File: src/rtl/mips_cpu_mem_unit_pkg.sv
// Shared types for the MIPS memory unit: access sizes, FSM states, and byte-lane masks.
package mips_cpu_mem_unit_pkg;

  typedef enum logic [2:0] {
    SZ_BYTE  = 3'd0,
    SZ_HALF  = 3'd1,
    SZ_WORD  = 3'd2,
    SZ_DWORD = 3'd3,
    SZ_LEFT  = 3'd4,
    SZ_RIGHT = 3'd5
  } mem_size_t;

  typedef enum logic [1:0] {
    IDLE = 2'd0,
    BUS  = 2'd1,
    DONE = 2'd2,
    ERR  = 2'd3
  } mem_state_t;

  localparam logic [7:0] MASK_BYTE  = 8'h01;
  localparam logic [7:0] MASK_HALF  = 8'h03;
  localparam logic [7:0] MASK_WORD  = 8'h0F;
  localparam logic [7:0] MASK_DWORD = 8'hFF;

  function automatic logic [7:0] size_mask(input logic [2:0] size);
    case (size)
      SZ_BYTE:  return MASK_BYTE;
      SZ_HALF:  return MASK_HALF;
      SZ_WORD:  return MASK_WORD;
      SZ_DWORD: return MASK_DWORD;
      default:  return 8'h00;
    endcase
  endfunction

endpackage

File: src/rtl/mips_cpu_mem_unit_if.sv
// Avalon-MM bus between the memory unit (master) and the memory fabric (slave).
interface mips_cpu_mem_unit_if #(
  parameter int ADDR_W = 32,
  parameter int DATA_W = 32
);
  localparam int BE_W = DATA_W / 8;

  logic [ADDR_W-1:0] address;
  logic              read;
  logic              write;
  logic              waitrequest;
  logic [DATA_W-1:0] writedata;
  logic [DATA_W-1:0] readdata;
  logic [BE_W-1:0]   byteenable;

  modport master (
    output address, read, write, writedata, byteenable,
    input  waitrequest, readdata
  );

  modport slave (
    input  address, read, write, writedata, byteenable,
    output waitrequest, readdata
  );

endinterface

File: src/rtl/mips_cpu_mem_unit_lane_steer.sv
// Combinational byte-lane steering: store byteenable/writedata, load extract/extend.
// MEM_UNALIGNED_EN enables big-endian SZ_LEFT/SZ_RIGHT (LWL/LWR/SWL/SWR) for DATA_W=32.
module mips_cpu_mem_unit_lane_steer
  import mips_cpu_mem_unit_pkg::*;
#(
  parameter int DATA_W = 32,
  localparam int BE_W   = DATA_W / 8,
  localparam int LANE_W = $clog2(BE_W)
) (
  input  logic [2:0]        st_size,
  input  logic [LANE_W-1:0] st_lane,
  input  logic [DATA_W-1:0] st_wdata,
  output logic              st_legal,
  output logic [BE_W-1:0]   st_be,
  output logic [DATA_W-1:0] st_data,
  input  logic [2:0]        ld_size,
  input  logic [LANE_W-1:0] ld_lane,
  input  logic              ld_signed,
  input  logic [DATA_W-1:0] ld_rt,
  input  logic [DATA_W-1:0] ld_rdata,
  output logic [DATA_W-1:0] ld_result
);

  logic [LANE_W+2:0] st_sh;
  logic [LANE_W+2:0] ld_sh;
  logic [DATA_W-1:0] shifted;
  logic [DATA_W-1:0] low_mask;

  assign st_sh   = {st_lane, 3'b000};
  assign ld_sh   = {ld_lane, 3'b000};
  assign shifted = ld_rdata >> ld_sh;

`ifdef MEM_UNALIGNED_EN
  logic [1:0] st_rs;
  logic [1:0] ld_rs;
  assign st_rs = 2'd3 - st_lane[1:0];
  assign ld_rs = 2'd3 - ld_lane[1:0];
`else
  logic unused_rt;
  assign unused_rt = ^ld_rt;
`endif

  always_comb begin
    st_be   = BE_W'(size_mask(st_size)) << st_lane;
    st_data = st_wdata << st_sh;
    case (st_size)
      SZ_BYTE:  st_legal = 1'b1;
      SZ_HALF:  st_legal = ~st_lane[0];
      SZ_WORD:  st_legal = (st_lane[1:0] == 2'b00);
      SZ_DWORD: st_legal = (DATA_W == 64) && (st_lane == '0);
`ifdef MEM_UNALIGNED_EN
      // big-endian: lower address offsets live in the upper lanes
      SZ_LEFT: begin
        st_legal = (DATA_W == 32);
        st_be    = BE_W'(4'hF >> st_lane[1:0]);
        st_data  = st_wdata >> {st_lane[1:0], 3'b000};
      end
      SZ_RIGHT: begin
        st_legal = (DATA_W == 32);
        st_be    = BE_W'(4'hF << st_rs);
        st_data  = st_wdata << {st_rs, 3'b000};
      end
`endif
      default:  st_legal = 1'b0;
    endcase
  end

  always_comb begin
    case (ld_size)
      SZ_BYTE: low_mask = DATA_W'(8'hFF);
      SZ_HALF: low_mask = DATA_W'(16'hFFFF);
      SZ_WORD: low_mask = DATA_W'(32'hFFFF_FFFF);
      default: low_mask = '1;
    endcase
    ld_result = shifted & low_mask;
    // low_mask ^ (low_mask >> 1) isolates the sign bit of the selected width
    if (ld_signed && (|(shifted & (low_mask ^ (low_mask >> 1)))))
      ld_result = ld_result | ~low_mask;
`ifdef MEM_UNALIGNED_EN
    if (ld_size == SZ_LEFT)
      ld_result = (ld_rdata << {ld_lane[1:0], 3'b000}) |
                  (ld_rt & ~({DATA_W{1'b1}} << {ld_lane[1:0], 3'b000}));
    else if (ld_size == SZ_RIGHT)
      ld_result = (ld_rdata >> {ld_rs, 3'b000}) |
                  (ld_rt & ~({DATA_W{1'b1}} >> {ld_rs, 3'b000}));
`endif
  end

endmodule

File: src/rtl/mips_cpu_mem_unit.sv
// Avalon-MM load/store master for the multicycle MIPS core, one transaction at a time.
// Optional MEM_UNALIGNED_EN (in the lane steer) adds LWL/LWR/SWL/SWR.
//
// state | meaning
// IDLE  | req_ready high, waiting for a core request
// BUS   | read/write strobe held until waitrequest drops
// DONE  | resp_valid pulse carrying the extended load data
// ERR   | resp_valid + resp_err pulse, no bus cycle issued
module mips_cpu_mem_unit
  import mips_cpu_mem_unit_pkg::*;
#(
  parameter int ADDR_W = 32,
  parameter int DATA_W = 32
) (
  input  logic                clk,
  input  logic                reset,
  input  logic                req_valid,
  output logic                req_ready,
  input  logic [ADDR_W-1:0]   req_addr,
  input  logic                req_write,
  input  logic [2:0]          req_size,
  input  logic                req_signed,
  input  logic [DATA_W-1:0]   req_wdata,
  output logic                resp_valid,
  output logic [DATA_W-1:0]   resp_rdata,
  output logic                resp_err,
  mips_cpu_mem_unit_if.master bus
);

  localparam int BE_W   = DATA_W / 8;
  localparam int LANE_W = $clog2(BE_W);
  localparam logic [ADDR_W-1:0] ALIGN_MASK = ~ADDR_W'(BE_W - 1);

  mem_state_t        state;
  logic              st_legal;
  logic [BE_W-1:0]   st_be;
  logic [DATA_W-1:0] st_data;
  logic [DATA_W-1:0] ld_result;

  logic [2:0]        sv_size;
  logic [LANE_W-1:0] sv_lane;
  logic              sv_signed;
  logic              sv_write;
  logic [DATA_W-1:0] sv_rt;

  mips_cpu_mem_unit_lane_steer #(.DATA_W(DATA_W)) u_lane_steer (
    .st_size   (req_size),
    .st_lane   (req_addr[LANE_W-1:0]),
    .st_wdata  (req_wdata),
    .st_legal  (st_legal),
    .st_be     (st_be),
    .st_data   (st_data),
    .ld_size   (sv_size),
    .ld_lane   (sv_lane),
    .ld_signed (sv_signed),
    .ld_rt     (sv_rt),
    .ld_rdata  (bus.readdata),
    .ld_result (ld_result)
  );

  always_ff @(posedge clk or posedge reset) begin
    if (reset) begin
      state          <= IDLE;
      req_ready      <= 1'b1;
      resp_valid     <= 1'b0;
      resp_err       <= 1'b0;
      resp_rdata     <= '0;
      bus.read       <= 1'b0;
      bus.write      <= 1'b0;
      bus.address    <= '0;
      bus.byteenable <= '0;
      bus.writedata  <= '0;
      sv_size        <= '0;
      sv_lane        <= '0;
      sv_signed      <= 1'b0;
      sv_write       <= 1'b0;
      sv_rt          <= '0;
    end else begin
      resp_valid <= 1'b0;
      resp_err   <= 1'b0;
      case (state)
        IDLE: begin
          if (req_valid) begin
            req_ready  <= 1'b0;
            resp_rdata <= '0;
            if (st_legal) begin
              state          <= BUS;
              bus.read       <= ~req_write;
              bus.write      <= req_write;
              bus.address    <= req_addr & ALIGN_MASK;
              bus.byteenable <= st_be;
              bus.writedata  <= st_data;
              sv_size        <= req_size;
              sv_lane        <= req_addr[LANE_W-1:0];
              sv_signed      <= req_signed;
              sv_write       <= req_write;
              sv_rt          <= req_wdata;
            end else begin
              state      <= ERR;
              resp_valid <= 1'b1;
              resp_err   <= 1'b1;
            end
          end
        end
        BUS: begin
          if (!bus.waitrequest) begin
            state      <= DONE;
            bus.read   <= 1'b0;
            bus.write  <= 1'b0;
            resp_valid <= 1'b1;
            resp_rdata <= sv_write ? '0 : ld_result;
          end
        end
        default: begin
          state     <= IDLE;
          req_ready <= 1'b1;
        end
      endcase
    end
  end

endmodule

File: src/flat_wrapper.sv
// flat-port wrapper written by rule: the top's interface ports become plain ports
module mips_cpu_mem_unit_flat import mips_cpu_mem_unit_pkg::*;
#(
  parameter int ADDR_W = 32,
  parameter int DATA_W = 32
)
  (clk, reset, req_valid, req_ready, req_addr, req_write, req_size, req_signed, req_wdata, resp_valid, resp_rdata, resp_err, bus_address, bus_read, bus_write, bus_writedata, bus_byteenable, bus_waitrequest, bus_readdata);
  mips_cpu_mem_unit_if #(.ADDR_W(ADDR_W), .DATA_W(DATA_W)) bus_i ();
  input  logic clk;
  input  logic reset;
  input  logic req_valid;
  output logic req_ready;
  input  logic [ADDR_W-1:0] req_addr;
  input  logic req_write;
  input  logic [2:0] req_size;
  input  logic req_signed;
  input  logic [DATA_W-1:0] req_wdata;
  output logic resp_valid;
  output logic [DATA_W-1:0] resp_rdata;
  output logic resp_err;
  output wire logic [$bits(bus_i.address)-1:0] bus_address;
  output wire logic [$bits(bus_i.read)-1:0] bus_read;
  output wire logic [$bits(bus_i.write)-1:0] bus_write;
  output wire logic [$bits(bus_i.writedata)-1:0] bus_writedata;
  output wire logic [$bits(bus_i.byteenable)-1:0] bus_byteenable;
  input wire logic [$bits(bus_i.waitrequest)-1:0] bus_waitrequest;
  input wire logic [$bits(bus_i.readdata)-1:0] bus_readdata;
  assign bus_address = bus_i.address;
  assign bus_read = bus_i.read;
  assign bus_write = bus_i.write;
  assign bus_writedata = bus_i.writedata;
  assign bus_byteenable = bus_i.byteenable;
  assign bus_i.waitrequest = bus_waitrequest;
  assign bus_i.readdata = bus_readdata;
  mips_cpu_mem_unit #(.ADDR_W(ADDR_W), .DATA_W(DATA_W)) u_core (.clk(clk), .reset(reset), .req_valid(req_valid), .req_ready(req_ready), .req_addr(req_addr), .req_write(req_write), .req_size(req_size), .req_signed(req_signed), .req_wdata(req_wdata), .resp_valid(resp_valid), .resp_rdata(resp_rdata), .resp_err(resp_err), .bus(bus_i));
endmodule
File: config.mk
export PLATFORM = sky130hd
export DESIGN_NAME = mips_cpu_mem_unit_flat
export DESIGN_NICKNAME = d
export VERILOG_FILES = /design/src/rtl/mips_cpu_mem_unit_pkg.sv /design/src/rtl/mips_cpu_mem_unit_if.sv /design/src/rtl/mips_cpu_mem_unit_lane_steer.sv /design/src/rtl/mips_cpu_mem_unit.sv /design/src/flat_wrapper.sv
export SDC_FILE = /design/constraint.sdc
export NUM_CORES = 1
export LEC_CHECK = 0
export ABC_CLOCK_PERIOD_IN_PS = 3340
export CAP_MARGIN = 20
export CORE_ASPECT_RATIO = 0.8
export CORE_MARGIN = 2
export CORE_UTILIZATION = 40
export DETAILED_ROUTE_END_ITERATION = 10
export GPL_ROUTABILITY_DRIVEN = 0
export PLACE_DENSITY = 0.77
export SETUP_SLACK_MARGIN = 0.05
export SYNTH_ARGS = -nofsm -noshare
export SYNTH_HDL_FRONTEND = slang
export SYNTH_SLANG_ARGS = --single-unit
File: constraint.sdc
create_clock -name clk -period 3.34 [get_ports clk]
set_clock_uncertainty 0.2 [all_clocks]
set_input_delay 0.334 -clock clk [delete_from_list [all_inputs] [get_ports clk]]
set_output_delay 0.334 -clock clk [all_outputs]
set_load 0.02 [all_outputs]
==> run_results.csv, run 1 <==
group,metric,value,unit
timing,fmax,394,MHz
grt,grt.total_usage,20.4,%
yosys,synth_area_leaders,"dfrtp_1 51%, mux2_4 10%, mux2_2 6.8%, mux2i_1 6.3%, a221o_1 3.0%",
worst_setup_path,crit_path_start,"u_core.sv_lane[1]$_DFFE_PP0P_",
routing,firstDrtPassIters,5,
worst_setup_path,crit_end,"u_core.resp_rdata[30]$_DFFE_PP0P_",
timing,tightest_slew,1060,ps
clock_network,clock_latency,340,ps
clock_network,numCtsBuffers,9,
worst_setup_path,worst-r2r-setup-slack,800,ps
worst_setup_path,r2r_cells,5,
yosys,synthArstFlopShare,100,%
timing,hold_slack,156,ps
timing,fin_crit,2540,ps
hold_path,hold_class,"input pin to async pin",
die,chipHeight,108,um
worst_setup_path,rr_startpoint,"u_core.sv_lane[1]$_DFFE_PP0P_",
cells_and_area,stdcell_count,821,
routing,postRouteAntennaNets,0,
power_and_ir_drop,finalPower,0.00704,W
worst_setup_path,arrival,2620,ps
timing,slew_violations,0,
cells_and_area,fillCellCount,1101,
run_status,status,"finished clean",
clock_network,root_buffer,"clkbuf_16",
cells_and_area,drive_above_1_share,16.2,%
worst_setup_path,startpoint_type,"flip-flop",
clock_network,cts_tree,"yes",
yosys,ys_ff_latch,112,
grt,grt_pass1_vias,4273,
timing,finalSetupViolCount,0,
timing,hold_viol,0,
die,die_w,134,um
die,core,13400,um2
timing,slew-limit-headroom,28.6,%
routing,drc,0,
yosys,syn_avg_cell_area,12.3,um2
die,die-area,14500,um2
worst_setup_path,critPathKind,"flip-flop to flip-flop",
die,start_util,40.5,%
power_and_ir_drop,cellLeakagePower,3.57,nW
worst_setup_path,crit_path_end_kind,"flip-flop",
yosys,ys_types,44,
routing,viasPerCell,5.18,
yosys,synth-edff-count,0,
yosys,ys_warn_count,0,
die,row_count,38,
place,portBuffers,207,
worst_setup_path,cp.required,3420,ps
place,hpwl,10900,um
routing,wirelength,14700,um
grt,grt_pass1_wl,23100,um
yosys,syn_area,5430,um2
routing,vias,4252,
grt,antenna_found_initial,0,
cells_and_area,regArea,2800,um2
routing,drt_iter0_drc,278,
timing,rsz0062_at_grt,"false",
cells_and_area,n_antenna_cell,0,
yosys,ys.flop_type,"dfrtp_1",
worst_setup_path,critPathMaxFanout,25,
cells_and_area,synthToLayoutAreaGrowth,46.9,%
clock_network,cts_setup_buffers,0,
yosys,synth_cells,440,
yosys,synth.top_cell.area_share,51.2,%
worst_setup_path,r2r_end,"u_core.resp_rdata[30]$_DFFE_PP0P_",
timing,post-route-period-util,75.9,%
die,ioPinCount,210,
grt,grt_max_degree,63,
yosys,synth-seq-area-share,51.7,%
clock_network,path_clk_slew,70,ps
grt,grt_overflow_total,0,
cells_and_area,nets,741,
cells_and_area,multi_input_area,2400,um2
clock_network,cts_max_path_buffers,2,
run,maxCapViolations,0,
clock_network,cts_resized,0,
clock_network,htree_levels,3,
timing,fin_tns_setup,0,ps
power_and_ir_drop,vdd_drop_max,0.527,mV
yosys,synth.largest_area_cell,"dfrtp_1",
routing,wl_per_cell,17.9,um
power_and_ir_drop,power_density,883,nW/um2
clock_network,ctsHoldBuffers,0,
place,place_inst,805,
clock_network,clkSinkCount,112,
## cells in the mapped netlist, types with 11 or more instances
| master | n |
|---|---|
| a221o_1 | 16 |
| a21oi_1 | 11 |
| inv_1 | 12 |
| clkbuf_1 | 15 |
| nor2b_1 | 17 |
| mux2_4 | 36 |
| nor2_1 | 23 |
| dfrtp_1 | 111 |
| mux2_2 | 33 |
| mux2i_1 | 34 |
| a211oi_1 | 14 |
| o21ai_0 | 18 |
| nand2_1 | 32 |
## worst min-delay path by stage
stage	end	cells after the start
after global placement	u_core.resp_rdata[15]$_DFFE_PP0P_	2
after detailed placement	u_core.resp_rdata[15]$_DFFE_PP0P_	2
after global routing	u_core.bus.address[2]$_DFFE_PP0P_	2
after CTS	u_core.bus.address[2]$_DFFE_PP0P_	2
final	u_core.bus.address[2]$_DFFE_PP0P_	2
after floorplan	u_core.bus.read$_DFFE_PP0P_	1
## kinds of logic after synthesis
kind of cell	share of synthesized area, %
other	0.0691
DFF	51.7
muxes	23.5
and+or+nand+nor	8.62
AOI/OAI and AO/OA	11.9
buffers and inverters	4.22
## cell type report
| cell class | instances | share of cell area (%) |
|---|---|---|
| clock inverters | 5 | 0.801 |
| multi-input cells | 284 | 30.2 |
| flip-flops and latches | 112 | 35.2 |
| clock buffers | 11 | 3.17 |
| repair buffers | 217 | 27.3 |
| well taps | 180 | 2.83 |
| inverters | 12 | 0.612 |
## power by group
part	switching [W]	internal [W]	leakage, nW	total, W
combinational	0.00167	0.00186	1.99	0.00353
clock	0.000499	0.000629	0.152	0.00113
sequential	0.000411	0.00197	1.43	0.00238
## metal layers
layer	up-vias	GRT usage, %	part of all wire (%)
li1	1984	-	-
met1	2079	29.5	47
met2	173	31.0	45
met3	16	4.78	6.8
met4	0	5.11	1.3
met5	-	0	0
## registers in the layout (all words and copies together), names as in the netlist
register,cells
u_core.bus.writedata,32
u_core.resp_rdata,32
u_core.bus.address,30
u_core.bus.byteenable,4
u_core.sv_size,3
u_core.state,2
u_core.sv_lane,2
u_core.bus.read,1
u_core.bus.write,1
u_core.req_ready,1
u_core.resp_err,1
u_core.resp_valid,1
u_core.sv_signed,1
u_core.sv_write,1
## cell usage in the layout, fill, tap and decap left out, types with 3 or more instances in the layout
master           count
nand2_1             32
a21oi_1             11
nor2b_1             17
buf_4                8
clkdlybuf4s50_1    207
mux2_4              36
o21ai_0             18
a221o_1             16
inv_1               11
nor3_1               5
a32o_1               7
mux2i_1             34
o22ai_1              4
mux2_2              33
nor2_1              23
clkbuf_16            9
a211oi_1            14
a21o_1               3
a211o_1              7
dfrtp_1            111
## critical path, cell delays in order, from the launching register on
cell and delay, ps:
dfrtp_1 450, buf_4 340, mux2i_1 150, o211a_1 230
nor3_2 860, a221o_1 240
## per-stage QoR
step           setup WS (ps)  cell area (um2)  util [%]
2_1_floorplan           1230             5430         -
3_3_place_gp             571             7650      57.1
3_5_place_dp             521             7650      57.1
4_1_cts                  829             7970      59.4
5_1_grt                  635             7970      59.4
6_report                 804             7970      59.4
Power figures use the tool's default switching activity.
==> run 2, diff against run 1 <==
--- a/config.mk
+++ b/config.mk
@@ -5,7 +5,7 @@
 export SDC_FILE = /design/constraint.sdc
 export NUM_CORES = 1
 export LEC_CHECK = 0
-export ABC_CLOCK_PERIOD_IN_PS = 3340
+export ABC_CLOCK_PERIOD_IN_PS = 2300
 export CAP_MARGIN = 20
 export CORE_ASPECT_RATIO = 0.8
 export CORE_MARGIN = 2
==> constraint.sdc (replaced) <==
create_clock -name clk -period 2.3 [get_ports clk]
set_clock_uncertainty 0.2 [all_clocks]
set_input_delay 0.23 -clock clk [delete_from_list [all_inputs] [get_ports clk]]
set_output_delay 0.23 -clock clk [all_outputs]
set_load 0.02 [all_outputs]
==> run 2 against run 1 <==
Compared with the run above: global-route usage rose by 0.52 points; worst hold slack better by 37 ps; total power is 46% higher; sequential power grew 45%; register-to-register slack got worse by 710 ps; fmax up 15%; final cell count grew 1.9%; first-iteration DRC count shrank 7.9%; cell area grew 2.0%; utilization grew 1.2 points; flip-flop and latch count stayed put.
==> run_results.csv, run 2 (same netlist as run 1, synthesis figures left out) <==
group,metric,value,unit
run_status,status,"finished clean",
worst_setup_path,startpoint_type,"flip-flop",
worst_setup_path,r2r_end,"u_core.bus.address[14]$_DFFE_PP0P_",
routing,firstDrtPassIters,4,
clock_network,htree_levels,3,
timing,fin_crit,2210,ps
cells_and_area,mostFrequentLayoutCell,"clkdlybuf4s50_1",
timing,hold_viol,0,
power_and_ir_drop,p_switching,0.00379,W
grt,grt_max_degree,113,
grt,grt_pass1_wl,23800,um
routing,viasPerCell,5.21,
clock_network,clock_latency,340,ps
grt,grt.total_usage,20.9,%
routing,postRouteAntennaNets,0,
cells_and_area,drive_above_1_share,18.4,%
routing,vias,4364,
die,die-area,14500,um2
timing,tightest_slew,701,ps
worst_setup_path,cp_slowest_cell,"dfrtp_1",
routing,drt_iter0_drc,256,
clock_network,cts_tree,"yes",
place,hpwl,10900,um
clock_network,numCtsBuffers,9,
clock_network,cts_max_path_buffers,2,
power_and_ir_drop,switching_share,36.8,%
cells_and_area,n_antenna_cell,0,
cells_and_area,nets,757,
grt,antenna_found_initial,0,
clock_network,path_clk_slew,80,ps
die,row_count,38,
power_and_ir_drop,pwr-share-seq,33.4,%
worst_setup_path,crit_path_end_kind,"flip-flop",
power_and_ir_drop,combPwrFrac,51.2,%
die,start_util,40.5,%
clock_network,root_buffer,"clkbuf_16",
cells_and_area,fillCellCount,1090,
grt,use_met1,29.8,%
worst_setup_path,critPathKind,"flip-flop to flip-flop",
routing,wl_per_cell,17.8,um
worst_setup_path,slowest_delay,400,ps
power_and_ir_drop,cellLeakagePower,3.67,nW
power_and_ir_drop,p_int,0.00650,W
grt,grt_pass1_vias,4402,
run,maxCapViolations,0,
place,post-place-ws,-162,ps
worst_setup_path,worst-r2r-setup-slack,90,ps
worst_setup_path,arrival,2230,ps
die,core,13400,um2
place,portBuffers,207,
die,ioPinCount,210,
routing,drc,0,
grt,grtUsageMet2,32.0,%
timing,slew-limit-headroom,53.1,%
timing,setup_ws,93.0,ps
hold_path,hold_class,"input pin to async pin",
worst_setup_path,r2r_cells,5,
clock_network,clkSinkCount,112,
worst_setup_path,worstPathCellList,"buf_4 -> or3b_4 -> or3_4 -> buf_12 -> mux2_4",
cells_and_area,reg_top3,"u_core.bus.writedata x32, u_core.resp_rdata x32, u_core.bus.address x30",
die,chipHeight,108,um
worst_setup_path,rr_startpoint,"u_core.state[1]$_DFFE_PP0P_",
timing,slew_violations,0,
die,die_w,134,um
clock_network,cts_setup_buffers,0,
worst_setup_path,critPathMaxFanout,31,
timing,hold_slack,193,ps
timing,rsz0062_at_grt,"false",
cells_and_area,synthToLayoutAreaGrowth,49.8,%
timing,post-route-period-util,96.0,%
timing,fmax,453,MHz
grt,grt.busiest_layer,"met2",
cells_and_area,final_cell_mix,"207 x clkdlybuf4s50_1, 111 x dfrtp_1, 36 x mux2_4",
grt,met3_usage,4.45,%
routing,wirelength,14900,um
worst_setup_path,cp.required,2330,ps
grt,grt_overflow_total,0,
power_and_ir_drop,vdd_drop_max,0.733,mV
power_and_ir_drop,clkPwrFrac,15.4,%
power_and_ir_drop,power_density,1270,nW/um2
timing,finalSetupViolCount,0,
run 2: cell count changes in the layout (fill, tap and decap cells not counted), sizes merged:
| cell | change |
|---|---|
| clkinvlp | -1 |
| inv | +2 |
| buf | +16 |
| clkinv | +1 |
| clkbuf | -2 |
run 2: layer usage:
metal	vias to the layer above	part of all wire (%)	routed length, um
met5	-	0	0
met4	0	1.9	280
met3	19	6.3	933
met2	169	46	6830
met1	2158	46	6820
li1	2018	-	-
run 2: repair_timing:
action | in CTS | in global routing
resized for setup | 0 | 2
hold buffers | 0 | 0
endpoints found under the setup margin | 0 | 20
endpoints found under the hold margin | 0 | 0
run 2: how the worst max path moves through the flow:
| stage | from | slack [ps] | end | cells past startpoint |
|---|---|---|---|---|
| 2_1_floorplan | u_core.state[1]$_DFFE_PP0P_ | 190 | u_core.bus.address[10]$_DFFE_PP0P_ | 6 |
| 3_3_place_gp | bus_waitrequest | -70 | u_core.resp_rdata[22]$_DFFE_PP0P_ | 6 |
| 3_5_place_dp | bus_waitrequest | -160 | u_core.resp_rdata[30]$_DFFE_PP0P_ | 6 |
| 4_1_cts | u_core.state[1]$_DFFE_PP0P_ | 70 | u_core.resp_rdata[30]$_DFFE_PP0P_ | 5 |
| 5_1_grt | u_core.state[1]$_DFFE_PP0P_ | 70 | u_core.bus.address[14]$_DFFE_PP0P_ | 5 |
| 6_report | u_core.state[1]$_DFFE_PP0P_ | 90 | u_core.bus.address[14]$_DFFE_PP0P_ | 5 |
run 2: layout make-up:
cell class	count	area, um2	share of cell area, %
Tap cell	180	225	2.77
Sequential cell	112	2800	34.5
Inverter	12	48.8	0.600
Multi-Input combinational cell	284	2420	29.7
Clock buffer	9	225	2.77
Clock inverter	7	77.6	0.955
Timing Repair Buffer	233	2330	28.7
run 2: power by group through the flow:
stage / Sequential, W / Clock, W / Combinational, W
2_1_floorplan: 0.00436 / 0 / 0.00189
3_3_place_gp: 0.00342 / 0 / 0.00518
3_5_place_dp: 0.00346 / 0 / 0.00528
4_1_cts: 0.00345 / 0.00165 / 0.00529
5_1_grt: 0.00356 / 0.00172 / 0.00558
6_report: 0.00344 / 0.00158 / 0.00528
run 2: metrics by stage:
step / total power, W / setup TNS (ps) / std cells / util, % / area [um2]
after floorplan: 0.00624 / 0 / 441 / - / 5430
after global placement: 0.00860 / -2690 / 821 / 58.3 / 7810
after detailed placement: 0.00874 / -5720 / 821 / 58.3 / 7810
after CTS: 0.0104 / 0 / 837 / 60.5 / 8110
after global routing: 0.0109 / 0 / 837 / 60.6 / 8130
final: 0.0103 / 0 / 837 / 60.6 / 8130
run 2: critical path, delay by kind of cell, from the launching register on:
family / cells / cell delay (ps)
AND/OR/NAND/NOR: 2 / 780
flip-flops: 1 / 400
buffers and inverters: 2 / 370
multiplexers: 1 / 310
